$ cat src/rtl/load_store_unit_pkg.sv
// Shared types for the load/store unit: the data word, the FSM state
// encoding and the memory funct3 codes.
package Types;

    typedef logic [31:0] word;

    typedef enum logic [2:0] {
        IDLE    = 3'd0,
        RD_ADDR = 3'd1,
        RD_DATA = 3'd2,
        WR      = 3'd3,
        RESP    = 3'd4
    } lsu_state_t;

    // Loads and stores share encodings: LB/SB, LH/SH, LW/SW.
    typedef enum logic [2:0] {
        F3_B  = 3'b000,
        F3_H  = 3'b001,
        F3_W  = 3'b010,
        F3_BU = 3'b100,
        F3_HU = 3'b101
    } mem_funct3_t;

    // Byte and half stores need the old word first (read-modify-write).
    function automatic logic is_sub_word(input logic [2:0] funct3);
        return (funct3 == F3_B) || (funct3 == F3_H);
    endfunction

endpackage

$ cat src/rtl/load_store_unit_align.sv
// Combinational data alignment: extracts load results from a big-endian
// memory word and merges sub-word store data into the old word.
module lsu_align
    import Types::*;
(
    input  logic [2:0] funct3,
    input  logic       we,
    input  word        d,
    input  word        wdata,
    output word        load_data,
    output word        store_data
);

    // Load extraction: the addressed byte/half sits at the top of the word.
    always_comb begin
        load_data = d;
        case (funct3)
            F3_B:    load_data = {{24{d[31]}}, d[31:24]};
            F3_H:    load_data = {{16{d[31]}}, d[31:16]};
            F3_BU:   load_data = {24'd0, d[31:24]};
            F3_HU:   load_data = {16'd0, d[31:16]};
            default: load_data = d;
        endcase
    end

    // Store merge: replace the leading byte/half, keep the rest of the old word.
    always_comb begin
        store_data = d;
        if (we) begin
            case (funct3)
                F3_B:    store_data = {wdata[7:0], d[23:0]};
                F3_H:    store_data = {wdata[15:0], d[15:0]};
                default: store_data = wdata;
            endcase
        end
    end

endmodule

$ cat src/rtl/load_store_unit.sv
// Load/store unit: one outstanding request, registered memory port drive,
// read-modify-write for sub-word stores, one response per request.
//
// Handshakes: a request transfers on an edge where i_req_valid & o_req_ready;
// a response transfers on an edge where o_rsp_valid & i_rsp_ready. While a
// valid is high and its ready is low, the offering side holds its payload.
module load_store_unit
    import Types::*;
(
    input  logic       i_clk,
    input  logic       i_rst_n,
    input  logic       i_req_valid,
    output logic       o_req_ready,
    input  logic       i_req_we,
    input  logic [2:0] i_req_funct3,
    input  word        i_req_addr,
    input  word        i_req_wdata,
    output logic       o_rsp_valid,
    input  logic       i_rsp_ready,
    output word        o_rsp_data,
    output word        o_r_mem_addr,
    input  word        i_r_mem_data,
    output word        o_w_mem_addr [0:1],
    output word        o_w_mem_data [0:1],
    output logic       o_w_mem_en   [0:1],
    output lsu_state_t o_state
);

    lsu_state_t state;
    logic       we_q;
    logic [2:0] funct3_q;
    word        addr_q;
    word        wdata_q;
    logic       rsp_valid_q;
    word        rsp_data_q;
    word        r_addr_q;
    logic       w_en_q;
    word        w_addr_q;
    word        w_data_q;
    word        load_data;
    word        store_data;

    lsu_align u_align (
        .funct3     (funct3_q),
        .we         (we_q),
        .d          (i_r_mem_data),
        .wdata      (wdata_q),
        .load_data  (load_data),
        .store_data (store_data)
    );

    // Request latch, sequencing FSM and all registered port drive.
    always_ff @(posedge i_clk or negedge i_rst_n) begin
        if (!i_rst_n) begin
            state       <= IDLE;
            we_q        <= 1'b0;
            funct3_q    <= 3'd0;
            addr_q      <= '0;
            wdata_q     <= '0;
            rsp_valid_q <= 1'b0;
            rsp_data_q  <= '0;
            r_addr_q    <= '0;
            w_en_q      <= 1'b0;
            w_addr_q    <= '0;
            w_data_q    <= '0;
        end else begin
            case (state)
                IDLE: begin
                    if (i_req_valid) begin
                        we_q     <= i_req_we;
                        funct3_q <= i_req_funct3;
                        addr_q   <= i_req_addr;
                        wdata_q  <= i_req_wdata;
                        if (i_req_we && !is_sub_word(i_req_funct3)) begin
                            // Whole-word store: write straight away.
                            state    <= WR;
                            w_en_q   <= 1'b1;
                            w_addr_q <= i_req_addr;
                            w_data_q <= i_req_wdata;
                        end else begin
                            // Read address is registered so it is on the
                            // port throughout RD_ADDR and then held.
                            state    <= RD_ADDR;
                            r_addr_q <= i_req_addr;
                        end
                    end
                end
                RD_ADDR: begin
                    state <= RD_DATA;
                end
                RD_DATA: begin
                    if (we_q) begin
                        state    <= WR;
                        w_en_q   <= 1'b1;
                        w_addr_q <= addr_q;
                        w_data_q <= store_data;
                    end else begin
                        state       <= RESP;
                        rsp_valid_q <= 1'b1;
                        rsp_data_q  <= load_data;
                    end
                end
                WR: begin
                    state       <= RESP;
                    w_en_q      <= 1'b0;
                    rsp_valid_q <= 1'b1;
                    rsp_data_q  <= '0;
                end
                RESP: begin
                    if (i_rsp_ready) begin
                        state       <= IDLE;
                        rsp_valid_q <= 1'b0;
                    end
                end
                default: state <= IDLE;
            endcase
        end
    end

    assign o_req_ready     = (state == IDLE);
    assign o_rsp_valid     = rsp_valid_q;
    assign o_rsp_data      = rsp_data_q;
    assign o_r_mem_addr    = r_addr_q;
    assign o_w_mem_en[0]   = w_en_q;
    assign o_w_mem_addr[0] = w_addr_q;
    assign o_w_mem_data[0] = w_data_q;
    assign o_w_mem_en[1]   = 1'b0;
    assign o_w_mem_addr[1] = '0;
    assign o_w_mem_data[1] = '0;
    assign o_state         = state;

endmodule

$ cat config.mk
export PLATFORM = sky130hd
export DESIGN_NAME = load_store_unit
export DESIGN_NICKNAME = d
export VERILOG_FILES = /design/src/rtl/load_store_unit_pkg.sv /design/src/rtl/load_store_unit_align.sv /design/src/rtl/load_store_unit.sv
export SDC_FILE = /design/constraint.sdc
export NUM_CORES = 1
export LEC_CHECK = 0
export BUFFER_PORTS_ARGS = -buffer_cell sky130_fd_sc_hd__buf_2
export CAP_MARGIN = 20
export CORE_AREA = 2 2 129 157
export CTS_CLUSTER_DIAMETER = 100
export DETAILED_ROUTE_END_ITERATION = 8
export DIE_AREA = 0 0 131 159
export PLACE_DENSITY = 0.9
export REMOVE_ABC_BUFFERS = 1
export SLEW_MARGIN = 25
export SYNTH_ARGS = -nofsm -noshare
export SYNTH_HDL_FRONTEND = slang
export SYNTH_SLANG_ARGS = --single-unit
export TNS_END_PERCENT = 10
$ cat constraint.sdc
create_clock -name i_clk -period 2.3 [get_ports i_clk]
set_input_delay 0.23 -clock i_clk [delete_from_list [all_inputs] [get_ports i_clk]]
set_output_delay 0.23 -clock i_clk [all_outputs]
set_load 0.1 [all_outputs]
; ---- Word level (Yosys, flattened, before mapping)
; Cells that the tools add are included.
; W data, S select, Z words.
[totals]
wordCells = 66
output_inout_bits = 199
input_bits = 104
register_bits = 201
[op_classes]
mux = 24
reduce_logical = 17
n_bitwise = 1
n_eq_ne = 13
[op_table]
columns = cell, count
row1 = $pmux W32 S2, 4
row2 = $mux W32, 7
row3 = $pmux W32 S4, 1
row4 = $pmux W3 S5, 1
row5 = $eq A3 B1 Y1 const B, 3
row6 = $eq A3 B3 Y1 const B, 3
row7 = $logic_not A3 Y1, 3
row8 = $mux W3, 3
row9 = $ne A2 B2 Y1 const B, 4
row10 = $reduce_and A4 Y1, 2
row11 = $eq A3 B2 Y1 const B, 2
row12 = $pmux W1 S3, 2
row13 = $reduce_and A2 Y1, 3
row14 = $reduce_and A3 Y1, 2
row15 = $reduce_bool A3 Y1, 2
row16 = $mux W1, 5
row17 = $reduce_bool A2 Y1, 2
row18 = $mux W2, 1
row19 = $ne A2 B1 Y1 const B, 1
row20 = $logic_and A1 B1 Y1, 1
row21 = $logic_not A1 Y1, 1
row22 = $logic_or A1 B1 Y1, 1
row23 = $not A1 Y1, 1

; ---- Longest topological paths before layout
[depth]
word_depth = 7
ltp_mapped = 7
mapped_depth_nobuf = 3

; ---- Modules after synthesis
; A second synthesis with hierarchy kept.
[hier_totals]
cells_unflattened = 829
hier_area_um2 = 10002.1
[by_module_without_submodules]
columns = module, area_per_inst_um2, seq_area_each_um2, n_inst, cells_per_inst
row1 = load_store_unit, 8849.7, 5029.8, 1, 652
row2 = lsu_align, 1152.4, 0.0, 1, 177

; ---- Least setup slack after synthesis
; OpenSTA, ideal clock, no wires.
[synth_path]
path_type = register to output
startpoint = reg state[0], in the netlist o_state[0]
endpoint = out o_req_ready
t_arrival_ns = 3.185
required_time_ns = 2.070
stages_incl_launch_ff = 3
n_path_buf = 1
path_slack_ns = -1.115
path_cell_list = dfrtp_1 buf_2 nor3_1
[synth_via]
elab_chain_len = 1
[synth_lines]
columns = element, line
row1 = start: declaration, load_store_unit.sv:29  ; lsu_state_t state;
row2 = start signal: assignment, load_store_unit.sv:55  ; state <= IDLE;
row3 = start signal: assignment, load_store_unit.sv:76  ; state <= WR;
row4 = start signal: assignment, load_store_unit.sv:83  ; state <= RD_ADDR;
row5 = $logic_not A3 Y1, load_store_unit.sv:120  ; assign o_req_ready = (state == IDLE);
row6 = end: declaration, load_store_unit.sv:13  ; output logic o_req_ready,
; No other way between the ends.

; ---- Final worst setup path
[layout_path]
startpoint = reg state[2], in the netlist o_state[2]
endpoint = reg w_data_q[9]
[layout_via]
elab_chain_len = 3
elab_cells_between_ends = 8
cone_classes = eq/ne: 4 / mux: 1 / reduce/logical: 3
[layout_lines]
columns = element, line
row1 = $eq A3 B2 Y1 / $logic_not A3 Y1 (equally long branches), load_store_unit.sv:67  ; case (state)
row2 = $ne A2 B2 Y1 (no source line) (tied with other cells), n/a
row3 = $reduce_and A4 Y1 (no source line), n/a
row4 = end signal: assignment, load_store_unit.sv:79  ; w_data_q <= i_req_wdata;
row5 = end signal: assignment, load_store_unit.sv:96  ; w_data_q <= store_data;
row6 = end: declaration, load_store_unit.sv:39  ; word w_data_q;
; Several ways; a longest one is shown, not always the timed one.
; A chain may end at the register's enable or synchronous reset.

==> flow_metrics.py <==
metrics = {
    "synth": {
        "synth-warning-count": 0,
        "synthFlopType": "dfrtp_1",
        "syn_area_per_cell_um2": 10.4,
        "yosysSeqAreaShare_pct": 50.8,
        "synthCells": 949,
        "synthDistinctLibCells": 43,
        "async_flop_share_pct": 100,
        "synth_seq_cells": 201,
        "synth_area_um2": 9900,
        "yosysTopAreaCell": "dfrtp_1",
        "synth_edf_count": 0,
        "synth.area.top_cells": "dfrtp_1 (51%), mux2_2 (12%), nand2_1 (9.1%), buf_4 (5.2%), a211oi_1 (2.6%)",
        "synth_top_area_share_pct": 50.8,
        "synth_common_cells": "nand2_1 (239), dfrtp_1 (201), mux2_2 (105)",
        "synth_most_common_cell": "nand2_1",
    },
    "die": {
        "die_w_um": 131,
        "dieArea_um2": 20800,
        "core_area_um2": 19300,
        "die_h_um": 159,
        "core.rowCount": 56,
        "ios": 303,
        "start_util_pct": 51.4,
    },
    "cells_and_area": {
        "final_util_pct": 65.0,
        "area_delta_synth_final_pct": 26.6,
        "fin_nets": 1338,
        "nFillCells": 1403,
        "drive_gt1_share_pct": 33.4,
        "final_area_um2": 12500,
    },
    "sta": {
        "fmax_mhz": 461,
        "rsz0062_at_grt": "no",
        "period_minus_slack_ns": 2.17,
        "finalClockSkew_ns": 0.0142,
        "worst_pin_slew_ns": 0.946,
        "setup_viol": 0,
        "maxSlewViolCount": 0,
        "fin_setup_tns_ns": 0,
        "finalHoldViolCount": 0,
        "slew-limit-headroom_pct": 36.9,
        "period_share_pct": 94.2,
    },
    "setup_path": {
        "crit_type": "reg2reg",
        "cp.arrival_ns": 2.53,
        "reg2reg_to": "w_data_q[9]$_DFFE_PN0P_",
        "reg2regPathDepth": 4,
        "r2r_slack_ns": 0.13,
        "cp_max_fo": 32,
        "crit_path_end_kind": "register",
        "start_kind": "register",
        "reg2reg_from": "o_state[2]$_DFFE_PN0P_",
        "cp-startpoint": "o_state[2]$_DFFE_PN0P_",
        "required_ns": 2.66,
    },
    "placed_design": {
        "place_area_um2": 11200,
        "gp_congestion": 0.870,
        "portBuffers": 237,
        "dp_hpwl_mm": 18.1,
    },
    "clock_network": {
        "cts_sinks": 201,
        "htreeDepth": 1,
        "ctsLongestPathBuffers": 3,
        "cts.clk_slew.worst_paths_ns": 0.07,
        "ctsResizeCount": 0,
        "cts_tree": "built",
        "cts_root_buffer": "clkbuf_16",
        "clock_latency_ns": 0.50,
        "cts_buffers": 21,
    },
    "drt": {
        "vias_per_cell": 5.63,
        "avgRoutedWirePerCell_um": 19.1,
        "routed_wl_mm": 28.8,
        "postRouteAntennaNets": 0,
        "drcViolationCount": 0,
        "dr_total_vias": 8502,
        "dr.pass1.iters": 5,
        "drtIter0Drc": 648,
    },
    "global_routing": {
        "use_met2_pct": 46.8,
        "globalRouteMet3Util_pct": 4.74,
        "antenna_found_initial": 3,
        "globalRoute.busiestLayer": "met2",
        "grt_use_met1_pct": 32.2,
        "grt_pass1_wl_mm": 45.7,
        "grt_pass1_vias": 8854,
        "grtUsageTotal_pct": 27.2,
        "overflow": 0,
        "grt_max_degree": 85,
    },
    "min_path": {
        "holdPathEnd": "o_rsp_data[20]$_DFFE_PN0P_",
        "worstHoldStart": "i_r_mem_data[20]",
        "min_path_type": "in2reg",
        "hold_depth": 3,
    },
    "job": {
        "cap_violations": 0,
    },
    "outcome": {
        "status": "completed",
    },
}
-- cells by family (layout without fill, tap and decap cells) --
logic type | Yosys count | count (layout) | share of synthesized area [%]
AO/OA/AOI/OAI | 180 | 180 | 13.8
buffers and inverters | 145 | 379 | 8.56
flip-flops | 201 | 201 | 50.8
multiplexers | 121 | 121 | 13.7
other | 1 | 67 | 0.0379
AND/OR/NAND/NOR | 301 | 301 | 13.1
-- cells in the final DEF (no fill, tap or decap), types with 15 or more instances in the layout --
master and count:
o2bb2ai_1 15, clkbuf_16 21, o21bai_1 16, a31oi_1 16, dfrtp_1 200, dlygate4sd3_1 70
conb_1 65, a211oi_1 34, buf_2 236, o211ai_1 32, mux2_2 105, nor2_1 17
o21a_1 17, o31ai_1 17, buf_4 27, nor2b_1 18, nand2_1 239
-- layer usage --
metal,vias to the layer above,part of all wire (%)
li1,3730,-
met5,-,0.024
met3,133,6.8
met1,4144,37
met4,2,5.1
met2,493,51
-- worst max-delay path, cell delays in order, from the launching register on --
cell and delay (ns):
dfrtp_1 0.52, buf_4 0.24, or3b_2 0.79, a211oi_1 0.35
o31ai_1 0.10
-- registers in the layout, summed over array words and instances, names as in the netlist --
register and cells:
o_r_mem_addr 32, wdata_q 32, o_rsp_valid 1, w_addr_q 32, w_en_q 1, addr_q 32, o_state 3, funct3_q 3
o_rsp_data 32, we_q 1, w_data_q 32
-- worst max-delay path by stage --
| stage | endpoint |
|---|---|
| global placement | w_addr_q[8]$_DFFE_PN0P_ |
| global route | w_data_q[5]$_DFFE_PN0P_ |
| CTS | w_data_q[0]$_DFFE_PN0P_ |
| floorplan | o_r_mem_addr[0]$_DFFE_PN0P_ |
| detailed placement | w_data_q[14]$_DFFE_PN0P_ |
| finish | w_data_q[9]$_DFFE_PN0P_ |
-- stage by stage --
step | instances | hold WS [ns] | worst slack, ns
2_1_floorplan | 872 | -0.0656 | -4.92
3_3_place_gp | 1402 | 0.226 | 0.317
3_5_place_dp | 1402 | 0.233 | 0.229
4_1_cts | 1508 | 0.0144 | 0.199
5_1_grt | 1510 | 0.0299 | 0.0597
6_report | 1510 | 0.0293 | 0.133
-- cell type report --
type	instances	area, um^2	area share (%)
Sequential cell	201	5030	40.1
Clock buffer	31	603	4.81
Multi-Input combinational cell	667	4300	34.3
Antenna cell	2	5.00	0.0399
Timing Repair Buffer	339	2200	17.5
Tap cell	261	327	2.61
Clock inverter	5	53.8	0.429
Inverter	4	15.0	0.120
-- timing repair --
item                      CTS  global route
hold buffers               70             0
hold endpoints to repair  137             0
buffers inserted            0             0
Power is left out: the tool's default activity adds up to more than one toggle a clock period on the data nets, which glitch-free logic cannot reach.
